### src/rtl/gh18b20_sched_if.sv
// -----------------------------------------------------------------------------
// gh18b20_sched_if
// Handshake bundle between the measurement scheduler and the sensor
// controller that performs one conversion/read per request.
//   conv_start : scheduler -> controller, one-cycle pulse, start a conversion
//   conv_done  : controller -> scheduler, one-cycle pulse, raw_* valid
//   conv_err   : controller -> scheduler, one-cycle pulse, conversion failed
//   raw_data   : controller -> scheduler, 20-bit temperature magnitude
//   raw_sign   : controller -> scheduler, 1 = negative temperature
// master = scheduler side, slave = sensor controller side.
// -----------------------------------------------------------------------------
interface gh18b20_sched_if;
  logic        conv_start;
  logic        conv_done;
  logic        conv_err;
  logic [19:0] raw_data;
  logic        raw_sign;

  modport master (
    output conv_start,
    input  conv_done,
    input  conv_err,
    input  raw_data,
    input  raw_sign
  );

  modport slave (
    input  conv_start,
    output conv_done,
    output conv_err,
    output raw_data,
    output raw_sign
  );
endinterface

### src/rtl/gh18b20_sched.sv
// -----------------------------------------------------------------------------
// gh18b20_sched
// Periodic / on-demand temperature measurement scheduler. Issues one
// conversion request, waits (with timeout) for the result, keeps the last good
// reading, tracks an over-temperature alarm with hysteresis and counts failed
// conversions. Between conversions a programmable idle gap is inserted.
//
// Ports:
//   sys_clk     in   system clock (sole clock)
//   sys_rst_n   in   synchronous active-low reset
//   enable      in   level, 1 = periodic measurement running
//   trig        in   one-cycle pulse, request an immediate measurement
//   sensor      if   master side of gh18b20_sched_if (conv_start/done/err/raw)
//   temp_data   out  last good temperature magnitude
//   temp_sign   out  last good temperature sign (1 = negative)
//   temp_valid  out  one-cycle pulse, temp_data/temp_sign were updated
//   busy        out  high while a conversion is being issued or awaited
//   alarm       out  over-temperature flag with hysteresis
//   err_cnt     out  failed-conversion count, saturating at 255
// -----------------------------------------------------------------------------
module gh18b20_sched #(
  parameter int          PERIOD_CYC  = 50_000_000,
  parameter int          TIMEOUT_CYC = 45_000_000,
  parameter logic [19:0] HI_TH       = 20'd300000,
  parameter logic [19:0] HYST        = 20'd10000
) (
  input  logic               sys_clk,
  input  logic               sys_rst_n,
  input  logic               enable,
  input  logic               trig,
  gh18b20_sched_if.master    sensor,
  output logic [19:0]        temp_data,
  output logic               temp_sign,
  output logic               temp_valid,
  output logic               busy,
  output logic               alarm,
  output logic [7:0]         err_cnt
);

  // Counters are sized to hold their parameter value so they never wrap.
  localparam int TW = $clog2(TIMEOUT_CYC + 1);
  localparam int GW = $clog2(PERIOD_CYC + 1);

  localparam logic [TW-1:0] TMO_LAST = TW'(TIMEOUT_CYC - 1);
  localparam logic [GW-1:0] GAP_LAST = GW'(PERIOD_CYC - 1);
  localparam logic [TW-1:0] TMO_ONE  = TW'(1);
  localparam logic [GW-1:0] GAP_ONE  = GW'(1);

  // Alarm release level; constant, cannot underflow while HYST <= HI_TH.
  localparam logic [19:0] LO_TH = HI_TH - HYST;

  typedef enum logic [1:0] {
    IDLE  = 2'd0,
    ISSUE = 2'd1,
    WAIT  = 2'd2,
    GAP   = 2'd3
  } state_t;

  state_t        state_reg;
  logic [TW-1:0] tmo_cnt_reg;
  logic [GW-1:0] gap_cnt_reg;
  logic          enable_d_reg;
  logic          conv_start_reg;
  logic [19:0]   temp_data_reg;
  logic          temp_sign_reg;
  logic          temp_valid_reg;
  logic          busy_reg;
  logic          alarm_reg;
  logic [7:0]    err_cnt_reg;

  // A conversion fails on an explicit error (which wins over a simultaneous
  // done) or when the last allowed wait cycle passes without a done.
  logic conv_fail;
  assign conv_fail = sensor.conv_err
                     || (!sensor.conv_done && (tmo_cnt_reg == TMO_LAST));

  always_ff @(posedge sys_clk) begin
    if (!sys_rst_n) begin
      state_reg      <= IDLE;
      tmo_cnt_reg    <= '0;
      gap_cnt_reg    <= '0;
      enable_d_reg   <= 1'b0;
      conv_start_reg <= 1'b0;
      temp_data_reg  <= '0;
      temp_sign_reg  <= 1'b0;
      temp_valid_reg <= 1'b0;
      busy_reg       <= 1'b0;
      alarm_reg      <= 1'b0;
      err_cnt_reg    <= '0;
    end else begin
      enable_d_reg   <= enable;
      conv_start_reg <= 1'b0;
      temp_valid_reg <= 1'b0;

      case (state_reg)
        IDLE: begin
          if (enable || trig) begin
            state_reg      <= ISSUE;
            conv_start_reg <= 1'b1;
            busy_reg       <= 1'b1;
          end
        end

        ISSUE: begin
          // done/err seen during the request cycle are stale and ignored.
          state_reg   <= WAIT;
          tmo_cnt_reg <= '0;
        end

        WAIT: begin
          if (conv_fail) begin
            if (err_cnt_reg != 8'hFF) begin
              err_cnt_reg <= err_cnt_reg + 8'd1;
            end
            state_reg   <= GAP;
            gap_cnt_reg <= '0;
            busy_reg    <= 1'b0;
          end else if (sensor.conv_done) begin
            temp_data_reg  <= sensor.raw_data;
            temp_sign_reg  <= sensor.raw_sign;
            temp_valid_reg <= 1'b1;
            if (!sensor.raw_sign && (sensor.raw_data >= HI_TH)) begin
              alarm_reg <= 1'b1;
            end else if (sensor.raw_sign || (sensor.raw_data < LO_TH)) begin
              alarm_reg <= 1'b0;
            end
            state_reg   <= GAP;
            gap_cnt_reg <= '0;
            busy_reg    <= 1'b0;
          end else begin
            tmo_cnt_reg <= tmo_cnt_reg + TMO_ONE;
          end
        end

        GAP: begin
          if (trig) begin
            // An explicit request cuts the gap short.
            state_reg      <= ISSUE;
            conv_start_reg <= 1'b1;
            busy_reg       <= 1'b1;
            gap_cnt_reg    <= '0;
          end else if (enable_d_reg && !enable) begin
            // Periodic mode switched off while idling: stop right away.
            state_reg   <= IDLE;
            gap_cnt_reg <= '0;
          end else if (gap_cnt_reg == GAP_LAST) begin
            gap_cnt_reg <= '0;
            if (enable) begin
              state_reg      <= ISSUE;
              conv_start_reg <= 1'b1;
              busy_reg       <= 1'b1;
            end else begin
              state_reg <= IDLE;
            end
          end else begin
            gap_cnt_reg <= gap_cnt_reg + GAP_ONE;
          end
        end

        default: begin
          state_reg <= IDLE;
          busy_reg  <= 1'b0;
        end
      endcase
    end
  end

  assign sensor.conv_start = conv_start_reg;
  assign temp_data         = temp_data_reg;
  assign temp_sign         = temp_sign_reg;
  assign temp_valid        = temp_valid_reg;
  assign busy              = busy_reg;
  assign alarm             = alarm_reg;
  assign err_cnt           = err_cnt_reg;

endmodule

### src/flat_wrapper.sv
// flat-port wrapper written by rule: the top's interface ports become plain ports
module gh18b20_sched_flat 
#(
  parameter int          PERIOD_CYC  = 50_000_000,
  parameter int          TIMEOUT_CYC = 45_000_000,
  parameter logic [19:0] HI_TH       = 20'd300000,
  parameter logic [19:0] HYST        = 20'd10000
)
  (sys_clk, sys_rst_n, enable, trig, temp_data, temp_sign, temp_valid, busy, alarm, err_cnt, sensor_conv_start, sensor_conv_done, sensor_conv_err, sensor_raw_data, sensor_raw_sign);
  gh18b20_sched_if sensor_i ();
  input  logic sys_clk;
  input  logic sys_rst_n;
  input  logic enable;
  input  logic trig;
  output logic [19:0] temp_data;
  output logic temp_sign;
  output logic temp_valid;
  output logic busy;
  output logic alarm;
  output logic [7:0] err_cnt;
  output wire logic [$bits(sensor_i.conv_start)-1:0] sensor_conv_start;
  input wire logic [$bits(sensor_i.conv_done)-1:0] sensor_conv_done;
  input wire logic [$bits(sensor_i.conv_err)-1:0] sensor_conv_err;
  input wire logic [$bits(sensor_i.raw_data)-1:0] sensor_raw_data;
  input wire logic [$bits(sensor_i.raw_sign)-1:0] sensor_raw_sign;
  assign sensor_conv_start = sensor_i.conv_start;
  assign sensor_i.conv_done = sensor_conv_done;
  assign sensor_i.conv_err = sensor_conv_err;
  assign sensor_i.raw_data = sensor_raw_data;
  assign sensor_i.raw_sign = sensor_raw_sign;
  gh18b20_sched #(.PERIOD_CYC(PERIOD_CYC), .TIMEOUT_CYC(TIMEOUT_CYC), .HI_TH(HI_TH), .HYST(HYST)) u_core (.sys_clk(sys_clk), .sys_rst_n(sys_rst_n), .enable(enable), .trig(trig), .sensor(sensor_i), .temp_data(temp_data), .temp_sign(temp_sign), .temp_valid(temp_valid), .busy(busy), .alarm(alarm), .err_cnt(err_cnt));
endmodule
### config.mk
export PLATFORM = sky130hd
export DESIGN_NAME = gh18b20_sched_flat
export DESIGN_NICKNAME = d
export VERILOG_FILES = /design/src/rtl/gh18b20_sched_if.sv /design/src/rtl/gh18b20_sched.sv /design/src/flat_wrapper.sv
export SDC_FILE = /design/constraint.sdc
export NUM_CORES = 1
export LEC_CHECK = 0
export CAP_MARGIN = 10
export CORE_MARGIN = 1
export CORE_UTILIZATION = 59
export DETAILED_ROUTE_END_ITERATION = 8
export PLACE_DENSITY = 0.95
export REMOVE_ABC_BUFFERS = 1
export SYNTH_ARGS = -nofsm -noshare
export SYNTH_HDL_FRONTEND = slang
export SYNTH_SLANG_ARGS = --single-unit
### constraint.sdc
create_clock -name sys_clk -period 6.05 [get_ports sys_clk]
set_clock_uncertainty 0.1 [all_clocks]
set_input_delay 1.21 -clock sys_clk [delete_from_list [all_inputs] [get_ports sys_clk]]
set_output_delay 1.21 -clock sys_clk [all_outputs]
set_load 0.05 [all_outputs]
Word-level counts from Yosys, hierarchy flattened

Cells that the tools add are included.

Bits in registers: 88
Bits of input ports: 27
Output and inout bits: 33

Add/sub/neg operators: 3
Magnitude comparators: 2
Equality and inequality tests: 14
Multiplexer cells: 34
Bitwise operators: 3
Reductions and logical operators: 22

Operators by type and width:

| operator                | count |
|---|---|
| $mux W26                | 7 |
| $pmux W26 S2            | 2 |
| $add A26 B1 Y26 const B | 2 |
| $eq A26 B26 Y1 const B  | 2 |
| $ge A20 B19 Y1 const B  | 1 |
| $lt A20 B19 Y1 const B  | 1 |
| $mux W1                 | 16 |
| $mux W2                 | 6 |
| $reduce_and A3 Y1       | 4 |
| $add A8 B1 Y8 const B   | 1 |
| $ne A8 B8 Y1 const B    | 1 |
| $pmux W2 S4             | 1 |
| $ne A3 B2 Y1 const B    | 2 |
| $ne A3 B3 Y1 const B    | 2 |
| $reduce_and A6 Y1       | 1 |
| $reduce_bool A2 Y1      | 3 |
| $eq A2 B2 Y1 const B    | 2 |
| $ne A2 B2 Y1 const B    | 2 |
| $ne A4 B2 Y1 const B    | 1 |
| $reduce_and A4 Y1       | 1 |
| $logic_and A1 B1 Y1     | 3 |
| $logic_not A1 Y1        | 3 |
| $logic_or A1 B1 Y1      | 3 |
| $not A1 Y1              | 3 |
| 8 further kinds         | 8 |

Longest topological paths before layout

Gate-level depths: netlist of run 1.

Word-level depth: 5
Mapped depth: 11
Depth with buffers taken out: 8

Least setup slack after synthesis of run 1

Ideal clock, no wire load.

Kind: input -> register
Start point: in sensor_conv_done
End point: reg u_core.gap_cnt_reg[21]
Library setup time: 0.116 ns
Arrival: 2.821 ns
Required time: 5.834 ns
Setup slack: 3.013 ns
Cell stages on the path: 8
Cells stage by stage: or4b_1 -> nor4_4 -> a21boi_2 -> buf_6 -> buf_6 -> nor4_1 -> xnor2_1 -> nor2_2

Word-level cells in the longest chain between the ends: 5

RTL lines:

| element                                                  | RTL line             | source |
|---|---|---|
| from (decl)                                              | flat_wrapper.sv:22   | `input wire logic [$bits(sensor_i.conv_done)-1:0] sensor_conv_done;` |
| $logic_not A1 Y1                                         | gh18b20_sched.sv:75  | `\|\| (!sensor.conv_done && (tmo_cnt_reg == TMO_LAST));` |
| $logic_and A1 B1 Y1                                      | gh18b20_sched.sv:75  |  |
| $logic_or A1 B1 Y1                                       | gh18b20_sched.sv:75  |  |
| $mux W26 / $ne A3 B2 Y1 (equally long branches)          | -                    |  |
| $pmux W26 S2 / $reduce_and A2 Y1 (equally long branches) | -                    |  |
| to (signal assigned)                                     | gh18b20_sched.sv:156 | `gap_cnt_reg <= gap_cnt_reg + GAP_ONE;` |
| to (decl)                                                | gh18b20_sched.sv:61  | `logic [GW-1:0] gap_cnt_reg;` |

Several ways; a longest one is shown, not always the timed one.
A chain may end at the register's enable or synchronous reset.

Worst setup path in the final report of run 1

Start point: in sensor_conv_done
End point: reg u_core.tmo_cnt_reg[8]

Word-level cells in the longest chain between the ends: 5

RTL lines:

| element                                | RTL line             | source |
|---|---|---|
| $logic_not A1 Y1                       | gh18b20_sched.sv:75  |  |
| $logic_and A1 B1 Y1                    | gh18b20_sched.sv:75  |  |
| $logic_or A1 B1 Y1                     | gh18b20_sched.sv:75  |  |
| $ne A2 B2 Y1 (no source line)          | -                    |  |
| $reduce_and A3 Y1 (no source line) (*) | -                    |  |
| to (signal assigned)                   | gh18b20_sched.sv:131 | `tmo_cnt_reg <= tmo_cnt_reg + TMO_ONE;` |
| to (decl)                              | gh18b20_sched.sv:60  | `logic [TW-1:0] tmo_cnt_reg;` |

Every way passes the cells marked *; elsewhere a longest branch is shown, timed or not.

==> results.toml, run 1 <==
[place]
gp_congestion = 0.844
detailed_place_hpwl_um = 7090
cell_area_reported_after_detailed_placement_um2 = 4950
buffer_ports.inserted = 59
dp_worst_setup_slack_ns = 1.80

[route]
detail_route.vias_per_cell = 6.00
detail_route.iter0.violations = 299
drtAntennaViolNets = 0
drt_pass1_iterations = 5
drc_errors = 0
detailroute.via_count = 3976
route.detailed.wl_per_inst_um = 15.6
routed_wl_um = 10300

[worst_setup_path]
cp_data_arrival_time_ns = 4.15
worst_setup_path_start_kind = "primary input"
rr_startpoint = "u_core.state_reg[0]$_SDFFE_PN0P_"
crit_path_max_fanout = 39
endpoint_kind = "register"
timing.critical_path.from = "sensor_conv_done"
worst-endpoint-required_ns = 6.22
worst-setup-path-type = "in -> reg"

[power]
p_leak_nw = 1.69
post-layout-total-power_mw = 1.42
total_switching_power_uw = 477
share_comb_of_total_power_pct = 25.4
cell_internal_pwr_uw = 947
pwr-share-clk_pct = 30.6
power_frac_seq_pct = 44.0
powerDensity_nw_per_um2 = 276
vdd_drop_max_mv = 0.265
power_switching_share_pct = 33.5

[cts]
cts.reportedPaths.clkPinSlew_ns = 0.09
ctsLongestPathBuffers = 2
post_cts_buffers = 0
cts.root.buffer_cell = "sky130_fd_sc_hd__clkbuf_8"
hold_bufs_inserted_after_cts = 0
cts.repair.resized = 0
cts_tree = "yes"
cts_sinks = 88
tritoncts.num_buffers = 9
cts_max_level = 3
clkLatencyLatePin_ns = 0.36

[timing]
period_share_pct = 65.7
rsz_0062_raised_after_global_routing = "false"
final_critical_path_setup_slack_ns = 2.07
timing_hold_violations_final = 0
final_max_slew_viol_count = 0
worst_pin_slew_ns = 1.20
final.hold.worst_slack_ns = 0.366
setup_total_negative_slack_ns = 0
finalSetupViolations = 0
fin_crit_ns = 3.98
fmax_ghz = 0.252
timing.slew.headroom_pct = 19.9

[floorplan]
die_w_um = 87.4
core-area_um2 = 6910
die-area_um2 = 7630
initial_cell_density_of_the_core_pct = 62.2
row_count = 30
boundaryPins = 60
die_h_um = 87.4

[final_layout]
num_antenna_cells = 0
layout-drive-gt1-share_pct = 5.82
final_area_um2 = 5160
nets = 597
n_fill_cell = 515
area.growth.synth_to_final_pct = 20.0

[synth]
synth-seq-area-share_pct = 41.0
synthesis.yosys.warnings = 0
synthCells = 508
synth.ff_latch_count = 88
synth_ff_type = "sky130_fd_sc_hd__dfxtp_1"
synth_cell_types = 50
synth_edf_count = 0
async_flop_share_pct = 0
postSynthAreaPerCell_um2 = 8.46
syn_area_um2 = 4300

[min_path]
hold_path_class = "reg -> reg"
worstHoldStart = "u_core.temp_data[13]$_SDFFE_PN0P_"

[global_routing]
grt_util_all_layers_pct = 28.4
grt.overflow.total = 0
grt_max_degree = 45
via_count_of_the_first_global_routing_pass = 3726
grt_first_pass_wirelength_um = 16900
antenna_found_initial = 0

[run_status]
run_status = "complete, no violations"

[flow_run]
max_cap_violations = 0
cells by family (layout without fill, tap and decap cells):
kind of cell               count (synthesis)  count (layout)  share of synthesized area (%)
xor gates and xnor gates                  47              47                           9.58
buffers and inverters                     32              91                           3.23
muxes                                      1               1                          0.233
adders and majority gates                  8               8                           2.33
and+or+nand+nor                          247             247                           30.1
DFF                                       88              88                           41.0
AOI/OAI and AO/OA                         85              85                           13.5
cell type report:
cell class | instances | area (um^2) | share of cell area, %
Clock buffer | 10 | 128 | 2.47
Clock inverter | 6 | 83.8 | 1.63
Inverter | 13 | 48.8 | 0.946
Multi-Input combinational cell | 388 | 2400 | 46.6
Sequential cell | 88 | 1760 | 34.2
Tap cell | 96 | 120 | 2.33
Timing Repair Buffer | 62 | 613 | 11.9
final timing paths:
check	to	slack, ns	cells after the start
setup / recovery	u_core.tmo_cnt_reg[8]$_SDFFE_PN0P_	2.07	8
hold / removal	u_core.temp_data[13]$_SDFFE_PN0P_	0.37	2
setup reg to reg	u_core.tmo_cnt_reg[8]$_SDFFE_PN0P_	2.64	9
hold reg to reg	u_core.temp_data[13]$_SDFFE_PN0P_	0.37	2
through the flow:
stage / util [%] / cells
after global routing: 74.7 / 663
after CTS: 74.7 / 663
final: 74.7 / 663
after global placement: 71.6 / 647
after floorplan: - / 489
after detailed placement: 71.6 / 647
critical path, cell delays in order:
cell and delay [ns]:
sky130_fd_sc_hd__clkdlybuf4s50_1 0.46, sky130_fd_sc_hd__or4b_1 0.53, sky130_fd_sc_hd__nor4_4 0.24, sky130_fd_sc_hd__a21boi_2 0.09
sky130_fd_sc_hd__buf_4 0.29, sky130_fd_sc_hd__o21ai_0 0.89, sky130_fd_sc_hd__o21ai_0 0.23, sky130_fd_sc_hd__a21oi_1 0.20
synth_stat cells, drive strengths merged (4+ instances only):
cell type | n | area share [%]
and2 | 13 | 1.9
dfxtp | 88 | 41
a21boi | 24 | 4.3
ha | 8 | 2.3
buf | 5 | 0.87
o31ai | 4 | 0.70
nand4 | 14 | 2.0
inv | 13 | 1.1
nand2 | 71 | 6.2
nor2 | 54 | 4.8
clkbuf | 14 | 1.2
xnor2 | 29 | 5.9
o21ai | 20 | 2.3
a21oi | 12 | 1.4
nor3 | 13 | 1.5
a211oi | 7 | 1.3
and3 | 7 | 1.0
nor4b | 6 | 1.2
nor2b | 5 | 0.73
or4 | 5 | 0.96
nor4 | 17 | 3.6
nand3 | 26 | 3.0
xor2 | 18 | 3.7
power groups by stage:
stage          Sequential (mW)  Combinational (mW)  Clock [mW]
2_1_floorplan            0.685               0.178           0
3_3_place_gp             0.637               0.333           0
3_5_place_dp             0.640               0.345           0
4_1_cts                  0.626               0.357       0.438
5_1_grt                  0.631               0.394       0.466
6_report                 0.627               0.361       0.436
routing by layer:
| metal | GRT usage [%] | share of wire (%) |
|---|---|---|
| met1 | 32.8 | 41 |
| met2 | 49.6 | 50 |
| met3 | 8.25 | 6.2 |
| met4 | 10.6 | 2.4 |
| met5 | 0 | 0 |
cell usage in the layout (no fill, tap or decap), types with 3 or more instances in the layout:
master,count
sky130_fd_sc_hd__dfxtp_1,88
sky130_fd_sc_hd__nand2_1,71
sky130_fd_sc_hd__clkdlybuf4s50_1,59
sky130_fd_sc_hd__nor2_1,52
sky130_fd_sc_hd__xnor2_1,29
sky130_fd_sc_hd__nand3_1,26
sky130_fd_sc_hd__a21boi_0,23
sky130_fd_sc_hd__o21ai_0,18
sky130_fd_sc_hd__xor2_1,18
sky130_fd_sc_hd__nand4_1,14
sky130_fd_sc_hd__inv_1,13
sky130_fd_sc_hd__nor3_1,13
sky130_fd_sc_hd__and2_1,13
sky130_fd_sc_hd__a21oi_1,12
sky130_fd_sc_hd__nor4_1,11
sky130_fd_sc_hd__clkbuf_8,9
sky130_fd_sc_hd__ha_1,8
sky130_fd_sc_hd__and3_1,7
sky130_fd_sc_hd__nor4b_1,6
sky130_fd_sc_hd__a211oi_1,6
sky130_fd_sc_hd__nor2b_1,5
sky130_fd_sc_hd__nor4_2,5
sky130_fd_sc_hd__o31ai_1,4
sky130_fd_sc_hd__or4_1,4
sky130_fd_sc_hd__and4_1,3
sky130_fd_sc_hd__a2111oi_0,3
sky130_fd_sc_hd__o211ai_1,3
sky130_fd_sc_hd__o21a_1,3
sky130_fd_sc_hd__o2111ai_1,3
sky130_fd_sc_hd__clkinv_2,3
sky130_fd_sc_hd__buf_4,3
Power figures use the tool's default switching activity.
==> run 2: changes to the inputs <==
- CORE_UTILIZATION: 59 -> 49
- PLACE_DENSITY: 0.95 -> 0.87
- clock period: 6.05 -> 3.3 ns (I/O delays scaled with it)
==> run 2 against run 1 <==
First-iteration DRC count fell by 39%. Wire length fell by 1.2%. Setup slack lost 1.6 ns. Largest power group unchanged. Largest cell class unchanged. Die area grew 20%. Non-clock buffer count increased by 7. Critical path depth did not move. Combinational power increased by 83%. Sequential cell count unchanged. Clock power grew 76%.
==> results.toml, run 2 (synthesis gave the netlist of run 1 again) <==
[timing]
fin_crit_ns = 2.87
rsz_0062_raised_after_global_routing = "false"
timing.slew.headroom_pct = 51.4
timing_hold_violations_final = 0
fmax_ghz = 0.349
period_share_pct = 86.9
worst_pin_slew_ns = 0.730
final_max_slew_viol_count = 0
final.hold.worst_slack_ns = 0.365
finalSetupViolations = 0

[cts]
cts.reportedPaths.clkPinSlew_ns = 0.08
tritoncts.num_buffers = 9
ctsLongestPathBuffers = 2
cts_max_level = 3
cts_tree = "yes"
hold_bufs_inserted_after_cts = 0
cts.root.buffer_cell = "sky130_fd_sc_hd__clkbuf_8"
cts_sinks = 88
clkLatencyLatePin_ns = 0.37
cts.repair.resized = 0
post_cts_buffers = 0

[floorplan]
die-area_um2 = 9150
die_w_um = 95.7
row_count = 33
initial_cell_density_of_the_core_pct = 51.5
core-area_um2 = 8340
boundaryPins = 60
die_h_um = 95.7

[worst_setup_path]
crit_family = "simple AND/OR/NAND/NOR gates"
regToRegEndpoint = "u_core.gap_cnt_reg[9]$_SDFFE_PN0P_"
worst-setup-path-type = "in -> reg"
worst-endpoint-required_ns = 3.46
critical_path.n_buffers_inverters = 2
critPathMaxStageDelay_ns = 0.54
slowest_stage = "sky130_fd_sc_hd__or4b_1"
r2r_setup_slack_ns = 0.58
cp_data_arrival_time_ns = 3.02
crit_path_max_fanout = 38
worst_setup_path_start_kind = "primary input"
endpoint_kind = "register"
timing.critical_path.cells = "clkdlybuf4s50_1 > or4b_1 > nor4_4 > a21boi_2 > buf_4 > nor4_1 > xnor2_1 > nor2_1"
rr_startpoint = "u_core.tmo_cnt_reg[0]$_SDFFE_PN0P_"
worst-r2r-cell-count = 8

[final_layout]
n_fill_cell = 717
layout-drive-gt1-share_pct = 7.14
nets = 604
mostFrequentLayoutCell = "sky130_fd_sc_hd__dfxtp_1"
area.growth.synth_to_final_pct = 21.3
num_antenna_cells = 0
mostFrequentLayoutCells = "88 x sky130_fd_sc_hd__dfxtp_1, 71 x sky130_fd_sc_hd__nand2_1, 59 x sky130_fd_sc_hd__clkdlybuf4s50_1"

[global_routing]
grt_max_degree = 39
via_count_of_the_first_global_routing_pass = 3767
globalRouteMet3Util_pct = 5.82
globalRoute.busiestLayer = "met2"
grt_util_all_layers_pct = 24.2
met2_usage_pct = 42.1
grt_use_met1_pct = 28.3
antenna_found_initial = 0
grt_first_pass_wirelength_um = 17100
grt.overflow.total = 0

[run_status]
run_status = "complete, no violations"

[route]
drc_errors = 0
detail_route.iter0.violations = 182
routed_wl_um = 10200
detail_route.vias_per_cell = 5.72
drtAntennaViolNets = 0
drt_pass1_iterations = 4
route.detailed.wl_per_inst_um = 15.0
detailroute.via_count = 3884

[power]
powerDensity_nw_per_um2 = 494
post-layout-total-power_mw = 2.58
p_leak_nw = 1.72
vdd_drop_max_mv = 0.389

[place]
gp_congestion = 0.842
detailed_place_hpwl_um = 7290
buffer_ports.inserted = 59

[min_path]
hold_path_class = "reg -> reg"
timing.hold.worst_path_depth = 2
worstHoldStart = "u_core.temp_data[7]$_SDFFE_PN0P_"
worst_hold_path.endpoint = "u_core.temp_data[7]$_SDFFE_PN0P_"

[flow_run]
max_cap_violations = 0
run 2: cell count changes in the layout (fill, tap and decap cells not counted), sizes merged:
| cell | previous run | this run |
|---|---|---|
| bufinv | 2 | 1 |
| inv | 13 | 14 |
| buf | 3 | 10 |
run 2: tightest hold or removal path, cell delays in order (launching register included):
cell	delay [ns]
sky130_fd_sc_hd__dfxtp_1	0.31
sky130_fd_sc_hd__nand2_1	0.05
sky130_fd_sc_hd__a21boi_0	0.06
run 2: report_power, final:
| group | leakage, nW | switching (mW) | internal (mW) |
|---|---|---|---|
| clock network | 0.107 | 0.395 | 0.373 |
| logic | 0.904 | 0.445 | 0.217 |
| registers | 0.710 | 0.0389 | 1.11 |
run 2: per-stage QoR:
step	instances	worst slack, ns	util (%)	area [um^2]	setup TNS (ns)
2_1_floorplan	489	-0.0364	-	4210	-0.0364
3_3_place_gp	663	0.175	60.1	5010	0
6_report	679	0.433	62.5	5210	0
3_5_place_dp	663	0.0980	60.1	5010	0
5_1_grt	679	0.325	62.5	5210	0
4_1_cts	679	0.478	62.5	5210	0
run 2: area by class of cell:
| type | count | area (um^2) | area share, % |
|---|---|---|---|
| well taps | 105 | 131 | 2.52 |
| multi-input cells | 388 | 2400 | 46.1 |
| clock buffers | 10 | 138 | 2.64 |
| inverters | 13 | 48.8 | 0.936 |
| clock inverters | 6 | 66.3 | 1.27 |
| flip-flops and latches | 88 | 1760 | 33.8 |
| repair buffers | 69 | 666 | 12.8 |
run 2: worst max-delay path by stage:
stage	start	end	slack, ns	cells after the start
finish	sensor_conv_done	u_core.gap_cnt_reg[9]$_SDFFE_PN0P_	0.43	8
global route	sensor_conv_done	u_core.busy$_SDFFE_PN0P_	0.33	7
CTS	sensor_conv_done	u_core.state_reg[0]$_SDFFE_PN0P_	0.48	8
detailed placement	sensor_conv_done	u_core.gap_cnt_reg[9]$_SDFFE_PN0P_	0.1	8
global placement	sensor_conv_done	u_core.busy$_SDFFE_PN0P_	0.17	7
floorplan	u_core.state_reg[0]$_SDFFE_PN0P_	u_core.tmo_cnt_reg[8]$_SDFFE_PN0P_	-0.04	8
run 2: routing by layer:
layer	up-vias	share of wire, %
met5	-	0
met4	0	2.5
met3	20	4.2
met2	95	50
met1	1856	43
li1	1913	-
==> run 3: changes to the inputs <==
- MAX_ROUTING_LAYER: unset -> met4
==> run 3 against run 2 <==
Sequential power hardly changed. Register-to-register slack hardly changed. Cell area stayed put. Combinational power hardly changed. Via count is 0.13% lower. Hold slack worse by 0.00066 ns. Largest cell class unchanged. Maximum frequency hardly changed. Setup slack hardly changed. Non-clock buffer count stayed put. Die area stayed put. Critical endpoint is now u_core.state_reg[0]$_SDFFE_PN0P_.
==> results.toml, run 3 (synthesis gave the netlist of run 1 again) <==
[timing]
rsz_0062_raised_after_global_routing = "false"
final.hold.worst_slack_ns = 0.364
timing_hold_violations_final = 0
fin_crit_ns = 2.87
fmax_ghz = 0.349
final_critical_path_setup_slack_ns = 0.433
final_max_slew_viol_count = 0
finalSetupViolations = 0
setup_total_negative_slack_ns = 0
period_share_pct = 86.9
timing.slew.headroom_pct = 50.2
worst_pin_slew_ns = 0.745

[global_routing]
grt_max_degree = 39
grt_util_all_layers_pct = 24.9
antenna_found_initial = 0
globalRouteMet3Util_pct = 5.82
globalRoute.busiestLayer = "met2"
grt.overflow.total = 0
grt_first_pass_wirelength_um = 17100
grt_use_met1_pct = 28.3
met2_usage_pct = 42.1
via_count_of_the_first_global_routing_pass = 3764

[place]
gp_congestion = 0.855
dp_worst_setup_slack_ns = 0.0980
detailed_place_hpwl_um = 7290
buffer_ports.inserted = 59

[final_layout]
area.growth.synth_to_final_pct = 21.3
num_antenna_cells = 0
nets = 604
final-seq-area_um2 = 1760
layout-drive-gt1-share_pct = 7.14
mostFrequentLayoutCell = "sky130_fd_sc_hd__dfxtp_1"
post_layout_utilization_of_the_core_pct = 62.5
mostFrequentLayoutCells = "88 x sky130_fd_sc_hd__dfxtp_1, 71 x sky130_fd_sc_hd__nand2_1, 59 x sky130_fd_sc_hd__clkdlybuf4s50_1"
multi_input_comb_area_um2 = 2400
n_fill_cell = 717

[worst_setup_path]
worst_setup_path_start_kind = "primary input"
r2r_setup_slack_ns = 0.57
cp_data_arrival_time_ns = 3.05
worst-setup-path-type = "in -> reg"
rr_startpoint = "u_core.tmo_cnt_reg[0]$_SDFFE_PN0P_"
worst-endpoint-required_ns = 3.48
endpoint_kind = "register"
crit_path_max_fanout = 38
worst-r2r-cell-count = 8
regToRegEndpoint = "u_core.state_reg[0]$_SDFFE_PN0P_"
timing.critical_path.from = "sensor_conv_done"

[route]
drc_errors = 0
route.detailed.wl_per_inst_um = 15.0
drt_pass1_iterations = 4
detail_route.vias_per_cell = 5.71
drtAntennaViolNets = 0
routed_wl_um = 10200
detail_route.iter0.violations = 219
detailroute.via_count = 3879

[cts]
cts.repair.resized = 0
ctsLongestPathBuffers = 2
cts.root.buffer_cell = "sky130_fd_sc_hd__clkbuf_8"
clkLatencyLatePin_ns = 0.36
post_cts_buffers = 0
hold_bufs_inserted_after_cts = 0
tritoncts.num_buffers = 9
cts_max_level = 3
cts_sinks = 88
cts_tree = "yes"
cts.reportedPaths.clkPinSlew_ns = 0.09

[min_path]
worst_hold_path.endpoint = "u_core.temp_data[7]$_SDFFE_PN0P_"
worstHoldStart = "u_core.temp_data[7]$_SDFFE_PN0P_"
hold_path_class = "reg -> reg"
timing.hold.worst_path_depth = 2

[floorplan]
die_h_um = 95.7
row_count = 33
die-area_um2 = 9150
initial_cell_density_of_the_core_pct = 51.5
core-area_um2 = 8340
die_w_um = 95.7
boundaryPins = 60

[flow_run]
max_cap_violations = 0

[run_status]
run_status = "complete, no violations"

[power]
powerDensity_nw_per_um2 = 494
p_leak_nw = 1.72
vdd_drop_max_mv = 0.389
-- run 3: cell counts in the layout (fill, tap and decap cells not counted) --
Identical to the previous run, type by type.
-- run 3: layer usage --
layer	routed length [um]	part of all wire (%)	vias up
met3	403	4.0	22
met1	4400	43	1841
li1	-	-	1917
met5	0	0	-
met4	263	2.6	0
met2	5100	50	99
-- run 3: worst max-delay path by stage --
stage,end
global placement,u_core.busy$_SDFFE_PN0P_
finish,u_core.state_reg[0]$_SDFFE_PN0P_
global route,u_core.busy$_SDFFE_PN0P_
CTS,u_core.state_reg[0]$_SDFFE_PN0P_
floorplan,u_core.tmo_cnt_reg[8]$_SDFFE_PN0P_
detailed placement,u_core.gap_cnt_reg[9]$_SDFFE_PN0P_
-- run 3: final cells by class --
cell class                      instances  area share, %
Timing Repair Buffer                   69           12.8
Sequential cell                        88           33.8
Tap cell                              105           2.52
Inverter                               13          0.936
Clock buffer                           10           2.64
Multi-Input combinational cell        388           46.1
Clock inverter                          6           1.27
-- run 3: worst max-delay path, stage by stage --
cell	delay, ns
sky130_fd_sc_hd__clkdlybuf4s50_1	0.47
sky130_fd_sc_hd__or4b_1	0.54
sky130_fd_sc_hd__nor4_4	0.22
sky130_fd_sc_hd__a21boi_2	0.10
sky130_fd_sc_hd__buf_4	0.28
sky130_fd_sc_hd__a211oi_2	0.33
sky130_fd_sc_hd__o21ai_0	0.16
sky130_fd_sc_hd__a211oi_1	0.26
-- run 3: through the flow --
stage | power, mW | instance area (um^2) | cells
4_1_cts | 2.59 | 5210 | 679
6_report | 2.58 | 5210 | 679
3_5_place_dp | 1.83 | 5010 | 663
3_3_place_gp | 1.81 | 5010 | 663
5_1_grt | 2.70 | 5210 | 679
2_1_floorplan | 1.58 | 4210 | 489
-- run 3: power by group --
group	total [mW]	switching [mW]	leakage (nW)	internal [mW]
combinational	0.665	0.447	0.904	0.217
clock	0.766	0.393	0.107	0.373
sequential	1.15	0.0388	0.710	1.11
